<file path="src/rtl/tag_array_ctrl.sv">
// Tag-array SRAM controller: single-cycle lookups and writes to a 32-entry tag SRAM.
// Define TAG_CLEAR_EN to add the CLEAR sweep that invalidates every entry after reset and on flush.
module tag_array_ctrl (
  input  logic        clk,
  input  logic        rstn,
  input  logic        req_valid,
  output logic        req_ready,
  input  logic        req_write,
  input  logic [4:0]  req_index,
  input  logic [21:0] req_tag,
  input  logic        req_vbit,
  input  logic        flush,
  output logic        rsp_valid,
  output logic        rsp_hit,
  output logic [21:0] rsp_tag,
  output logic        rsp_vbit,
  output logic        CEB,
  output logic        WEB,
  output logic [4:0]  A,
  output logic [31:0] D,
  output logic [31:0] BWEB,
  input  logic [31:0] Q
);

  localparam logic [31:0] BWEB_ENTRY = 32'hFF80_0000;
  localparam logic [31:0] BWEB_NONE  = 32'hFFFF_FFFF;

  logic        sweep;
  logic [4:0]  sweep_idx;
  logic        acc_p0;
  logic        acc_rd_p0;
  logic [4:0]  a_hold_p1;
  logic [31:0] d_hold_p1;
  logic        vld_p1;
  logic [21:0] tag_p1;
  logic        unused_q;

`ifdef TAG_CLEAR_EN
  typedef enum logic {ST_CLEAR = 1'b0, ST_IDLE = 1'b1} state_t;

  state_t     state_q, state_d;
  logic [4:0] cnt_q, cnt_d;

  always_ff @(posedge clk or negedge rstn) begin
    if (!rstn) begin
      state_q <= ST_CLEAR;
      cnt_q   <= '0;
    end else begin
      state_q <= state_d;
      cnt_q   <= cnt_d;
    end
  end

  always_comb begin
    state_d = state_q;
    cnt_d   = cnt_q;
    case (state_q)
      ST_CLEAR: begin
        cnt_d = cnt_q + 5'd1;
        if (cnt_q == 5'd31) state_d = ST_IDLE;
      end
      ST_IDLE: begin
        if (flush) begin
          state_d = ST_CLEAR;
          cnt_d   = '0;
        end
      end
      default: state_d = ST_CLEAR;
    endcase
  end

  // Gated by rstn so the SRAM stays deselected while reset is held.
  assign sweep     = rstn & (state_q == ST_CLEAR);
  assign sweep_idx = cnt_q;
  assign req_ready = rstn & (state_q == ST_IDLE) & ~flush;
`else
  logic unused_flush;

  assign unused_flush = flush;
  assign sweep        = 1'b0;
  assign sweep_idx    = '0;
  assign req_ready    = rstn;
`endif

  assign acc_p0    = req_valid & req_ready;
  assign acc_rd_p0 = acc_p0 & ~req_write;

  always_comb begin
    CEB  = 1'b1;
    WEB  = 1'b1;
    BWEB = BWEB_NONE;
    A    = a_hold_p1;
    D    = d_hold_p1;
    if (sweep) begin
      CEB  = 1'b0;
      WEB  = 1'b0;
      BWEB = BWEB_ENTRY;
      A    = sweep_idx;
      D    = '0;
    end else if (acc_p0) begin
      CEB = 1'b0;
      WEB = ~req_write;
      A   = req_index;
      if (req_write) begin
        BWEB = BWEB_ENTRY;
        D    = {9'd0, req_vbit, req_tag};
      end
    end
  end

  // p0 -> p1: address/data hold and lookup tag aligned with the SRAM read latency
  always_ff @(posedge clk or negedge rstn) begin
    if (!rstn) begin
      a_hold_p1 <= '0;
      d_hold_p1 <= '0;
      vld_p1    <= 1'b0;
      tag_p1    <= '0;
    end else begin
      a_hold_p1 <= A;
      d_hold_p1 <= D;
      vld_p1    <= acc_rd_p0;
      if (acc_rd_p0) tag_p1 <= req_tag;
    end
  end

  assign unused_q  = ^Q[31:23];
  assign rsp_valid = vld_p1;
  assign rsp_tag   = Q[21:0];
  assign rsp_vbit  = Q[22];
  assign rsp_hit   = vld_p1 & Q[22] & (Q[21:0] == tag_p1);

endmodule
</file>
<file path="config.mk">
export PLATFORM = sky130hd
export DESIGN_NAME = tag_array_ctrl
export DESIGN_NICKNAME = d
export VERILOG_FILES = /design/src/rtl/tag_array_ctrl.sv
export SDC_FILE = /design/constraint.sdc
export NUM_CORES = 1
export LEC_CHECK = 0
export CORE_ASPECT_RATIO = 2
export CORE_MARGIN = 2
export CORE_UTILIZATION = 41
export CTS_CLUSTER_DIAMETER = 100
export DETAILED_ROUTE_END_ITERATION = 6
export PLACE_DENSITY = 0.85
export SETUP_SLACK_MARGIN = 0.5
export SLEW_MARGIN = 20
export SYNTH_ARGS = -nofsm -noshare
export SYNTH_HDL_FRONTEND = slang
export SYNTH_SLANG_ARGS = --single-unit
</file>
<file path="constraint.sdc">
create_clock -name clk -period 4.6 [get_ports clk]
set_input_delay 1.38 -clock clk [delete_from_list [all_inputs] [get_ports clk]]
set_output_delay 1.38 -clock clk [all_outputs]
set_load 0.01 [all_outputs]
</file>
Yosys cells after proc, flatten, opt, wreduce, memory -nomap -nowiden
Index checks and enable logic that the tools add are counted.
W data, S select, Z words.
{ "totals": {"regBits": 60, "input_bits": 65, "output_inout_bits": 97, "wordCells": 17} }
{ "op_classes": {"n_eq_ne": 1, "n_mux": 7, "bitwise": 5} }
{ "op_table": {"columns": ["cell", "n"], "rows": [
  ["$mux W32", 2],
  ["$mux W23", 2],
  ["$eq A22 B22 Y1", 1],
  ["$mux W5", 1],
  ["$and A1 B1 Y1", 4],
  ["$mux W1", 2],
  ["$not A1 Y1", 1]
]} }

Logic depth before layout (Yosys ltp)
Gate-level depths: netlist (run 1).
{ "depth": {"word_depth": 2, "depth_mapped": 7, "depth_no_buf": 5} }

Worst setup path after synthesis (run 1)
Ideal clock, no wire load.
{ "synth_path": {"path_kind": "input port to output port", "start": "input rstn", "end": "output D[23]", "t_arrival_ns": 2.562, "slack_ns": 0.658, "path_stages": 3, "n_path_buf": 1, "path_cell_list": "nand3_1 > clkbuf_1 > and2_1"} }
{ "synth_between": {"elab_chain_len": 2} }
{ "synth_rtl": {"columns": ["item", "line", "rtl"], "rows": [
  ["start, declared", "5", "input logic rstn,"],
  ["$and A1 B1 Y1", "85", "assign acc_p0 = req_valid & req_ready;"],
  ["$mux W32", "100", "end else if (acc_p0) begin"],
  ["end, declared", "20", "output logic [31:0] D,"]
]} }
No other way between the ends.

Worst setup path after layout (run 1)
{ "layout_path": {"start": "input Q[17]", "end": "output rsp_hit"} }
{ "layout_between": {"elab_chain_len": 2} }
{ "layout_rtl": {"columns": ["item", "line", "rtl"], "rows": [
  ["start, declared", "22", "input logic [31:0] Q"],
  ["$eq A22 B22 Y1", "130", "assign rsp_hit = vld_p1 & Q[22] & (Q[21:0] == tag_p1);"],
  ["$and A1 B1 Y1", "130", null],
  ["end, declared", "14", "output logic rsp_hit,"]
]} }
No other way between the ends.

==> summary by stage, run 1 <==
Global routing
The number of antenna violations at the first check in global routing is 0. Entering global routing, the biggest net connects 59 pins. The global router's overall resource usage is between 10% and 20%. The number of global-route vias before repair came to 2261.

The first global-routing pass estimated about 11000 um of wire. Global routing finished with a remaining overflow of 0.

Setup path
The critical path endpoint is rsp_hit. The critical path goes through clkbuf_2 -> xnor2_2 -> nand3_2 -> or4_4 -> nor4_2 -> buf_2. The worst path buffer plus inverter count is 2. STA classifies the critical path endpoint as a primary output. The worst setup path is launched from a primary input. At the worst endpoint, the arrival time is 2690 ps. The critical path launch point is Q[17]. Along the worst path, the maximum fanout reaches 2. The cell family contributing the most delay on the critical path is simple AND/OR/NAND/NOR gates. At the worst endpoint, the required time is between 3000 and 4000 ps. The worst flop-to-flop path endpoint is d_hold_p1[17]. For the worst flop-to-flop path, the logic depth is 1. Counting buffers and inverters, the worst setup path is 6 cells deep. The launch instance of the worst register-to-register path is d_hold_p1[17].

The highest cell delay on the worst timing path is 480 ps. The critical setup path kind is primary input to primary output. The cell with the biggest individual delay on the critical path is sky130_fd_sc_hd__or4_4. The reg-to-reg setup timing slack is 3840 ps.

Pwr
The power per cell area is 384.3 nW/um2. Summed over all cells, the static leakage comes to 2.043 nW. The worst vdd rail ir drop is between 0.2 and 0.3 mV.

STA
Dividing the final minimum period by the clock period gives between 80% and 90%. The total count of hold-check failures in the final report is 0. The post-route worst hold slack is 471.3 ps. For the pin with the worst max-slew slack, the measured transition is 722.0 ps. Setup repair after global routing could not meet its margin everywhere. The final worst clock skew is 0 ps.

The total count of max-transition violations in the final report is 0. The maximum achievable frequency is 0.2460 GHz. The shortest clock period the worst path allows after layout is 4065 ps. The worst pin sits at a relative slew slack of approximately 52%.

Setup violations remaining at the end of the flow were counted as 0.

Yosys
Of all cell types, the one taking the most synthesized area is sky130_fd_sc_hd__dfrtp_1. The post-synthesis instance area is 2855 um2. The share of the Yosys chip area taken by registers is 52.59%. Sorting the synthesized cells by area gives the leading types as sky130_fd_sc_hd__dfrtp_1, sky130_fd_sc_hd__buf_4, sky130_fd_sc_hd__mux2_2, sky130_fd_sc_hd__nand2_1, sky130_fd_sc_hd__xnor2_1. The total of warnings raised by yosys is 0. Of the post-synthesis cell area, the dominant cell type holds 52.59%. The post-synthesis register bit count is 60.

In this run the mean area of a mapped cell was 10.90 um2. The number of distinct library cell variants in the gate-level netlist after synthesis is 18. The cell count after synthesis came out at 262.

Finish
In the final layout, flip-flops and latches occupy 1501 um2. The post-route netlist has 18.11% of its cells at a drive strength greater than 1. The synthesis-to-finish area growth is 49.96%. The total number of nets in the final design is 430.

The multi-input logic area is 962.2 um2. The layout has about 570 filler cells. With fillers left out, the area of the finished cells amounts to 4282 um2. 0 antenna diodes ended up in the layout.

Place
Routability-driven placement finished with a final weighted congestion of around 0.75. The post-detailed-placement cell area is 4009 um2. The count of buffers inserted at the top-level ports is 142. The final HPWL from detailed placement is about 4700 um.

Min path
The min-delay analysis places its worst path in the category register to register. Counting instances, the worst hold path has a depth of 1.

Floorplan
The full die area is 7688 um2. The chip width is 63.01 um. In this run the standard cell core region covers 6833 um2.

The placement row count is 43. The initial utilization of the core area, before any placement, comes to 41.79%. The I/O pin total is 162. The height of the die is 122.0 um.

Run status
The flow ran to the end, and the final reports show no timing, DRC or antenna violations.

CTS
The later-pin clock latency in the skew report is 320 ps. TritonCTS built the clock tree. The clock-pin slew of the registers on the worst-case setup and hold paths is 50 ps.

In this run the post-CTS setup repair buffer count came out at 0. No sink is reached through more buffers than the 2 on the longest clock path. The number of hold buffers added after cts is 0. The tree built by TritonCTS fans out to 60 sinks.

The total number of H-tree levels is 3. The root buffer cell is sky130_fd_sc_hd__clkbuf_16. The clock buffer count from CTS is 9.

Routing
For this run, design rule violations remaining after detail routing come to 0. The total routed wirelength is 6796 um. The first-pass iteration count of the detailed router is 4. In the final routed layout, each cell accounts on average for 14.77 um. After detailed routing, the number of vias per cell comes to 4.554. The initial detailed-routing violation count is 63. The number of vias in the routed layout is 2095. The count of nets left with antenna violations once routing finished came out at 0.

Run
The number of maximum-capacitance constraint violations is 0.
==> per-stage QoR <==
stage	setup slack [ps]	std cells	TNS, ps	util, %	power (mW)
floorplan	658.3	270	0	-	0.8304
detailed placement	-287.2	443	-287.2	58.67	1.022
CTS	446.7	460	0	62.74	1.661
global placement	-281.9	443	-281.9	58.67	1.012
finish	534.7	460	0	62.66	1.645
global route	456.1	460	0	62.66	1.725
==> layout by cell type (no fill, tap or decap), drive strengths merged <==
| master | n |
|---|---|
| or2 | 1 |
| conb | 9 |
| xnor2 | 16 |
| or4 | 1 |
| and2 | 9 |
| dlymetal6s2s | 2 |
| bufbuf | 1 |
| clkdlybuf4s15 | 1 |
| nor4 | 2 |
| bufinv | 1 |
| clkdlybuf4s50 | 74 |
| xor2 | 6 |
| dfrtp | 60 |
| clkinvlp | 1 |
| nand2 | 67 |
| nand4 | 4 |
| buf | 7 |
| dlygate4sd2 | 56 |
| inv | 1 |
| nand3 | 2 |
| mux2 | 28 |
| clkinv | 2 |
| clkbuf | 19 |
==> final cells by class <==
type	instances	share of cell area (%)
sequential	60	35.07
timing repair buffer	148	32.64
multi-input combinational	145	22.47
clock buffer	12	5.991
tap	90	2.630
clock inverter	4	1.110
inverter	1	0.08767
==> cell usage after synthesis <==
cell type,instances
sky130_fd_sc_hd__nor4_1,1
sky130_fd_sc_hd__clkbuf_1,4
sky130_fd_sc_hd__nand4_1,4
sky130_fd_sc_hd__nand2_2,1
sky130_fd_sc_hd__buf_4,58
sky130_fd_sc_hd__conb_1,1
sky130_fd_sc_hd__xor2_1,6
sky130_fd_sc_hd__mux2_2,28
sky130_fd_sc_hd__nand3_1,2
sky130_fd_sc_hd__or4_1,1
sky130_fd_sc_hd__inv_1,1
sky130_fd_sc_hd__buf_2,2
sky130_fd_sc_hd__and2_1,9
sky130_fd_sc_hd__nand2_1,66
sky130_fd_sc_hd__or2_2,1
sky130_fd_sc_hd__nor4_2,1
sky130_fd_sc_hd__dfrtp_1,60
sky130_fd_sc_hd__xnor2_1,16
==> registers in the layout, indices dropped and copies added (netlist names) <==
signal	count
a_hold_p1	5
d_hold_p1	32
tag_p1	22
rsp_valid	1
==> per-layer routing <==
layer,vias to the layer above,GRT usage (%),part of all wire [%]
met3,17,7.479,11
met1,971,22.49,40
met5,-,0,0
met4,0,9.861,2.7
li1,974,-,-
met2,133,30.52,47
==> report_power, final <==
group          total, mW  internal (mW)  switching (mW)
clock              0.663          0.446           0.217
combinational      0.344          0.191           0.154
sequential         0.638          0.604          0.0336
==> cells by family after synthesis <==
kind of cell	after synthesis	synth area share, %
xor gates and xnor gates	22	6.748
buffers and inverters	65	16.26
DFF	60	52.59
muxes	28	11.04
other	1	0.1313
and+or+nand+nor	86	13.23
==> worst min path at each step <==
| stage | slack [ps] | end | from |
|---|---|---|---|
| 2_1_floorplan | 470 | tag_p1[10] | tag_p1[10] |
| 3_3_place_gp | 460 | d_hold_p1[28] | d_hold_p1[28] |
| 3_5_place_dp | 470 | d_hold_p1[28] | d_hold_p1[28] |
| 4_1_cts | 480 | d_hold_p1[24] | d_hold_p1[24] |
| 5_1_grt | 500 | d_hold_p1[29] | d_hold_p1[29] |
| 6_report | 470 | d_hold_p1[24] | d_hold_p1[24] |
==> timing repair <==
| item | in CTS | in global routing |
|---|---|---|
| hold endpoints to repair | 0 | 0 |
| gates resized for setup | 73 | 19 |
| endpoints found under the setup margin | 62 | 5 |
| cloned | 1 | 0 |
| pin swaps | 4 | 11 |
Power figures use the tool's default switching activity.
==> run 2, diff against run 1 <==
Settings changed: CTS_CLUSTER_SIZE set to 40.
==> results of run 2 <==
Final layout, timing and power as in run 1 (identical DEF).
